===== src/rtl/vga_plot_arbiter.sv =====
// Shares the VGA adapter write port between the screen, brick, paddle and ball drawers.
// Grants are bounded bursts gated by the current screen; the pixel output is registered.
module vga_plot_arbiter #(
  parameter int unsigned X_W       = 8,
  parameter int unsigned Y_W       = 7,
  parameter int unsigned C_W       = 3,
  parameter int unsigned MAX_BURST = 16
) (
  input  logic             clock,
  input  logic             reset_plot_arbiter,
  input  logic [1:0]       sel_screen,
  input  logic [3:0]       req,
  input  logic [4*X_W-1:0] x_in,
  input  logic [4*Y_W-1:0] y_in,
  input  logic [4*C_W-1:0] colour_in,
  output logic [3:0]       grant,
  output logic [X_W-1:0]   vga_x,
  output logic [Y_W-1:0]   vga_y,
  output logic [C_W-1:0]   vga_colour,
  output logic             vga_plot,
  output logic             busy
);

  typedef enum logic [0:0] {StIdle, StOwn} state_e;

  state_e         state_q, state_d;
  logic [3:0]     grant_q, grant_d;
  logic [7:0]     cnt_q, cnt_d;
  logic [1:0]     last_q, last_d;
  logic [X_W-1:0] x_q, x_d;
  logic [Y_W-1:0] y_q, y_d;
  logic [C_W-1:0] colour_q, colour_d;
  logic           plot_q, plot_d;

  logic [3:0]     elig_mask;
  logic [3:0]     elig_req;
  logic [1:0]     own_idx;
  logic [1:0]     rr_win;
  logic           rr_found;
  logic [2:0]     rr_cand;
  logic [8:0]     cnt_inc;
  logic [X_W-1:0] own_x;
  logic [Y_W-1:0] own_y;
  logic [C_W-1:0] own_colour;

  always_comb begin
    unique case (sel_screen)
      2'd0, 2'd1: elig_mask = 4'b0001;
      2'd2:       elig_mask = 4'b1110;
      default:    elig_mask = 4'b0000;
    endcase
  end

  assign elig_req = req & elig_mask;
  assign cnt_inc  = {1'b0, cnt_q} + 9'd1;

  // Owner index and its pixel fields, decoded from the one-hot grant.
  always_comb begin
    own_idx    = '0;
    own_x      = '0;
    own_y      = '0;
    own_colour = '0;
    for (int i = 0; i < 4; i++) begin
      if (grant_q[i]) begin
        own_idx    = 2'(i);
        own_x      = x_in[i*X_W +: X_W];
        own_y      = y_in[i*Y_W +: Y_W];
        own_colour = colour_in[i*C_W +: C_W];
      end
    end
  end

  // Round-robin over requesters 1..3, starting after last_q and wrapping 3 -> 1.
  always_comb begin
    rr_win   = last_q;
    rr_found = 1'b0;
    rr_cand  = '0;
    for (int i = 1; i <= 3; i++) begin
      rr_cand = {1'b0, last_q} + 3'(i);
      if (rr_cand > 3'd3) rr_cand = rr_cand - 3'd3;
      if (!rr_found && elig_req[rr_cand[1:0]]) begin
        rr_found = 1'b1;
        rr_win   = rr_cand[1:0];
      end
    end
  end

  always_comb begin
    state_d  = state_q;
    grant_d  = grant_q;
    cnt_d    = cnt_q;
    last_d   = last_q;
    x_d      = x_q;
    y_d      = y_q;
    colour_d = colour_q;
    plot_d   = 1'b0;
    unique case (state_q)
      StIdle: begin
        grant_d = 4'b0000;
        if (|elig_req) begin
          state_d = StOwn;
          cnt_d   = '0;
          if (sel_screen == 2'd2) begin
            grant_d = 4'b0001 << rr_win;
            last_d  = rr_win;
          end else begin
            grant_d = 4'b0001;
          end
        end
      end
      StOwn: begin
        if (req[own_idx] && elig_mask[own_idx]) begin
          x_d      = own_x;
          y_d      = own_y;
          colour_d = own_colour;
          plot_d   = 1'b1;
          cnt_d    = cnt_inc[7:0];
          if (cnt_inc == 9'(MAX_BURST)) begin
            grant_d = 4'b0000;
            state_d = StIdle;
          end
        end else begin
          // Release or preemption: drop the grant without taking a pixel.
          grant_d = 4'b0000;
          state_d = StIdle;
        end
      end
      default: begin
        grant_d = 4'b0000;
        state_d = StIdle;
      end
    endcase
  end

  always_ff @(posedge clock) begin
    if (!reset_plot_arbiter) begin
      state_q  <= StIdle;
      grant_q  <= 4'b0000;
      cnt_q    <= '0;
      last_q   <= 2'd3;
      x_q      <= '0;
      y_q      <= '0;
      colour_q <= '0;
      plot_q   <= 1'b0;
    end else begin
      state_q  <= state_d;
      grant_q  <= grant_d;
      cnt_q    <= cnt_d;
      last_q   <= last_d;
      x_q      <= x_d;
      y_q      <= y_d;
      colour_q <= colour_d;
      plot_q   <= plot_d;
    end
  end

  assign grant      = grant_q;
  assign busy       = |grant_q;
  assign vga_x      = x_q;
  assign vga_y      = y_q;
  assign vga_colour = colour_q;
  assign vga_plot   = plot_q;

endmodule

===== config.mk =====
export PLATFORM = sky130hd
export DESIGN_NAME = vga_plot_arbiter
export DESIGN_NICKNAME = d
export VERILOG_FILES = /design/src/rtl/vga_plot_arbiter.sv
export SDC_FILE = /design/constraint.sdc
export NUM_CORES = 1
export LEC_CHECK = 0
export ABC_AREA = 1
export CAP_MARGIN = 20
export CORE_MARGIN = 3
export CORE_UTILIZATION = 41
export CTS_CLUSTER_DIAMETER = 40
export DETAILED_ROUTE_END_ITERATION = 16
export PLACE_DENSITY_LB_ADDON = 0.1
export SYNTH_ARGS = -nofsm -noshare
export SYNTH_HDL_FRONTEND = slang
export SYNTH_SLANG_ARGS = --single-unit

===== constraint.sdc =====
create_clock -name clock -period 2.15 [get_ports clock]
set_clock_uncertainty 0.2 [all_clocks]
set_input_delay 0.43 -clock clock [delete_from_list [all_inputs] [get_ports clock]]
set_output_delay 0.43 -clock clock [all_outputs]
set_load 0.01 [all_outputs]

Yosys cells after proc, flatten, opt, wreduce, memory -nomap -nowiden
Cells that the tools add are included.
Storage, ports and cells
  input bits: 80
  logic and storage cells: 91
  flip-flop bits (word level): 34
  output and inout port bits: 24
Cells by class
  mux-type cells: 47
  reductions and logical operators: 13
  $add $sub $neg: 7
  equal/unequal tests: 6
  order comparisons: 7
  shift operators: 1
  bitwise gates (word level): 2
Operators by type and width (count)
  8-bit two-way mux: 6
  7-bit two-way mux: 4
  2-bit two-way mux: 8
  4-bit two-way mux: 4
  4-bit case mux with 2 select lines: 2
  8-bit case mux with 2 select lines: 1
  2-bit by 3-bit < comparator with 1-bit output (second input constant): 4
  1-bit two-way mux: 12
  3-bit two-way mux: 4
  1-bit binary-select mux with 2-bit select: 5
  8-bit by 1-bit adder with 9-bit output (second input constant): 1
  9-bit by 5-bit == test with 1-bit output (second input constant): 1
  3-bit by 2-bit greater-than comparator with 1-bit output (second input constant): 3
  4-bit OR reduction: 2
  2-bit by 2-bit adder with 3-bit output (second input constant): 2
  2-bit AND reduction: 3
  2-bit subtractor (second input constant): 3
  4-bit AND: 1
  1-bit by 2-bit << shifter with 4-bit output (first input constant): 1
  2-bit by 1-bit adder with 3-bit output (second input constant): 1
  1-bit logical AND: 3
  3-bit by 2-bit != test with 1-bit output (second input constant): 1
  3-bit AND reduction: 1
  2-bit by 1-bit == test with 1-bit output (second input constant): 1
  other kinds (8): 9

Longest topological paths before layout
  word-level depth: 17
  mapped depth: 15
  depth with buffers taken out: 15

Worst setup path after synthesis
Ideal clock, no wire load.
  kind: reg2reg
  from: register last_q[0]
  to: register grant_q[0], in the netlist grant[0]
  period minus slack after synthesis: 1.902 ns
  arrival: 1.635 ns
  library setup time: 0.067 ns
  path buffers: 0
  data required time: 1.883 ns
  path slack: 0.248 ns
  stages on the path, launching flop included: 14
  path through: dfxtp_1 -> inv_1 -> ha_1 -> inv_1 -> nand3_1 -> nand2_4 -> nand3_4 -> inv_2 -> nand2_1 -> nand2_2 -> nand2_1 -> nand2_1 -> nand2_1 -> a21oi_2
On the way
  word-level cells in the longest chain between the ends: 16
  elaborated cells between the ends (all ways): 31
  classes of those cells: add/sub: 6; order compare: 3; shift: 1; mux: 17; reduce/logical: 4
RTL lines
  start, declared: line 29  | logic [1:0] last_q, last_d;
  start signal, assigned: line 149  | last_q <= last_d;
  2-bit by 1-bit adder with 3-bit output: line 79  | rr_cand = {1'b0, last_q} + 3'(i);
  3-bit by 2-bit greater-than comparator with 1-bit output / 2-bit subtractor (equally long branches): line 80  | if (rr_cand > 3'd3) rr_cand = rr_cand - 3'd3;
  2-bit two-way mux: line 80
  1-bit binary-select mux with 2-bit select: line 81  | if (!rr_found && elig_req[rr_cand[1:0]]) begin
  1-bit two-way mux (not written as such): line 81
  1-bit two-way mux: line 81
  1-bit logical NOT: line 81
  1-bit logical AND: line 81
  1-bit two-way mux: line 81
  1-bit logical NOT: line 81
  1-bit logical AND: line 81
  2-bit two-way mux *: line 81
  1-bit by 2-bit << shifter with 4-bit output *: line 104  | grant_d = 4'b0001 << rr_win;
  4-bit two-way mux *: line 103  | if (sel_screen == 2'd2) begin
  4-bit two-way mux *: line 100  | if (|elig_req) begin
  4-bit case mux with 2 select lines *: line 97  | unique case (state_q)
  end signal, assigned: line 147  | grant_q <= grant_d;
  end, declared: line 27  | logic [3:0] grant_q, grant_d;
Every way passes the cells marked *; elsewhere a longest branch is shown, timed or not. The select of a mux whose other input is x is not followed.
A chain may end at the register's enable or synchronous reset.

Worst setup path in the final report
  from: input port req[0]
  to: register grant_q[3], in the netlist grant[3]
On the way
  word-level cells in the longest chain between the ends: 14
  elaborated cells between the ends (all ways): 26
  classes of those cells: eq/ne: 1; shift: 1; mux: 17; bitwise: 1; reduce/logical: 6
RTL lines
  start, declared: line 12  | input logic [3:0] req,
  4-bit AND: line 54  | assign elig_req = req & elig_mask;
  1-bit binary-select mux with 2-bit select: line 81
  1-bit two-way mux (not written as such): line 81
  1-bit two-way mux: line 81
  1-bit logical NOT: line 81
  1-bit logical AND: line 81
  1-bit two-way mux: line 81
  1-bit logical NOT: line 81
  1-bit logical AND: line 81
  2-bit two-way mux: line 81
  1-bit by 2-bit << shifter with 4-bit output: line 104
  4-bit two-way mux: line 103
  4-bit two-way mux: line 100
  4-bit case mux with 2 select lines: line 97
Several ways; a longest one is shown, not always the timed one. The select of a mux whose other input is x is not followed.

==> run metrics <==
Post-Syn Area per Cell 6.76 sq um; PwrDens 486 nW/um^2; port buffer count 103; syn nets 400; floorplan die area 6110 sq um; post-synthesis share of cell area spent on and, or, nand and nor gates 30.2%; total standard cell area after synthesis 2140 sq um; leading cell type in the layout, fill and taps excluded clkdlybuf4s50_1; slack of the worst reg-to-reg path 0.15 ns; CP dominant cell by count nand3_1; slowest stage cell, crit path clkdlybuf4s50_1; setup slack after placement -0.231 ns; start point of the worst hold path cnt_q[7]; number of diodes 0; I/O Pins 104; period utilisation layout 94.7%; Placed Instance Area 3360 sq um; share of the synthesized area in compound gates (AO/OA/AOI/OAI) 25.3%; number of hold violations in the final report 0; final number of max-transition violations 0; floorplan row count 25; number of cells traversed by the worst register-to-register path 13; Crit. Startpoint req[0]; max incr delay on CP 0.53 ns; maximum fanout count along the critical path 6; result of the run complete, no violations; worst IR drop on VDD 270 uV; drt drc 0; R2R Path Start last_q[0]; reported max-cap violation count 0; Post-Synthesis Cells 316; post-layout util 71.8%; starting density of the core 43.8%; top achievable clock speed 491 MHz; GR Overflow Total 0; via count of the first global-routing pass 2554; Synth top area share 31.9%; count of distinct cell types in the synthesized netlist 31; Placed Instances 493; detailed-route via count 2580; first-pass GRT wire length 11.2 mm; flop and latch count out of synthesis 34; EDFF count, synth 0; share of the yosys chip area belonging to registers 31.9%; setup slack of the critical path after layout 0.114 ns; Leakage Power 0.00136 uW; horizontal extent of the die 78.2 microns; vertical extent of the die 78.2 microns; wire length per cell after detailed routing 13.6 microns; antenna viol nets, final 0; Placeable Area 4880 sq um; start-to-end type of the worst setup path in -> reg; arrival time of data at the critical path endpoint 2.05 ns; vias per inst 5.15; clock insertion delay at the later pin of the skew report 0.28 ns; antenna violations before repair 0; number of sinks on the clock net 34; category of cells accounting for the largest share of critical-path delay simple AND/OR/NAND/NOR gates; setup violation total in the final timing report 0; critical path endpoint category register; maximum buffer depth of the clock tree 2; Crit path buffers/inverters 2; proportion of layout cells with a drive suffix above 1 14.1%; fraction of registers with async set/reset 0%; HP Class reg -> reg; root buffer cell clkbuf_8; # nets final 517; measured slew at the worst slew-check pin 0.462 ns; router iterations before antenna repair 4; chain of cells forming the critical path clkdlybuf4s50_1 -> nand3_1 -> nand2_1 -> clkinv_1 -> nand2_4 -> nand2_4 -> nand2_2 -> nand3_1 -> nand3_1 -> nand2_2 -> nor2_2 -> nand3_1 -> a21oi_1; endpoint of the worst hold path cnt_q[7]; dominant combinational cell family by area after synthesis simple AND/OR/NAND/NOR gates; number of buffers created by CTS 5; shortest period the worst path allows 2.04 ns; HPWL Detailed 5.25 mm; main flop type after synthesis dfxtp_1; largest net degree at the start of global routing 29; area growth from synthesis to final layout 64.0%; H-tree levels 2; total routing usage reported by global routing 22.5%; Ys Warns 0; Area contributors post-synth dfxtp_1 32%, nand2_1 14%, a21oi_1 12%, a221oi_1 7.0%, nand3_1 6.3%; clock tree from TritonCTS built; r2r endpoint grant[3]; final cell area excluding filler cells 3500 sq um; number of buffers inserted by hold repair at cts 0; Starting DRT DRC Count 101; share of cell area taken by muxes after synthesis 0%; fin cells 501; final routed wirelength across all metal layers 6.83 mm; most frequent cells in the layout 100 x clkdlybuf4s50_1, 78 x nand2_1, 49 x a21oi_1; Required @ worst endpoint 2.16 ns; CTS clock-pin slew for the worst setup and hold paths 0.07 ns; Fin Hold WS 0.281 ns; XOR/XNOR share of the synthesized area 2.46%; Slew HR 69.2%; final weighted congestion in routability-driven placement 0.886; crit path launch type input pin; cell taking the most area after synthesis dfxtp_1; adder-cell share of the synthesized area 2.34%; Hold Path Cell Cnt 2
-- cells by family after synthesis --
family | Yosys count
and+or+nand+nor | 139
AOI/OAI and AO/OA | 94
buffers and inverters | 39
DFF | 34
xor gates and xnor gates | 6
adders and majority gates | 4
-- tightest hold or removal path, stage by stage (launching register included) --
cell	delay, ns
dfxtp_1	0.32
nand2_1	0.06
a21oi_1	0.05
-- cell type report --
cell class	instances	area, sq um
Clock buffer	7	86.3
Clock inverter	1	5.00
Fill cell	419	1380
Inverter	22	82.6
Multi-Input combinational cell	243	1330
Sequential cell	34	684
Tap cell	67	83.8
Timing Repair Buffer	127	1230
-- layer usage --
metal  wire length [microns]  vias to the layer above  track usage (%)
li1                        -                     1328                -
met1                    2870                     1168             25.9
met2                    3370                       77             39.6
met3                     530                        7             7.91
met4                      65                        0             5.77
met5                       0                        -                0
-- synthesized netlist by cell type, drive strengths merged (4+ instances only) --
cell type and n:
nor2 16, ha 4, inv 20, nand2 86
clkbuf 8, dfxtp 34, a21oi 51, nand3 30
buf 9, nand4 5, a221oi 17, o21ai 24
-- sequential cells by signal (all words and copies together), names as in the netlist --
name        flops
grant           4
vga_y           7
vga_plot        1
last_q          2
vga_x           8
vga_colour      3
cnt_q           8
state_q         1
-- stage by stage --
step | setup TNS [ns] | total power, uW
6_report | 0 | 1700
5_1_grt | -0.0122 | 1800
4_1_cts | 0 | 1700
3_5_place_dp | -4.14 | 1220
3_3_place_gp | -3.41 | 1210
2_1_floorplan | 0 | 925
-- how the worst max path moves through the flow --
stage	to	slack (ns)	cells past startpoint
6_report	grant[3]	0.11	13
5_1_grt	grant[0]	-0.006	15
4_1_cts	grant[2]	0.03	11
3_5_place_dp	grant[2]	-0.23	10
3_3_place_gp	grant[2]	-0.21	10
2_1_floorplan	grant[0]	0.25	13
-- report_power, final --
group          internal, uW  switching, uW  leakage, uW
sequential              659           19.5     0.000276
clock                   258            222    0.0000482
combinational           297            247      0.00103
-- timing repair --
item,4_1_cts,5_1_grt
setup buffers,0,0
gates resized for setup,1,16
pin swaps,0,1
gates cloned,0,0
setup endpoints to repair,1,6
No activity file was read; power rests on OpenSTA's default activity.
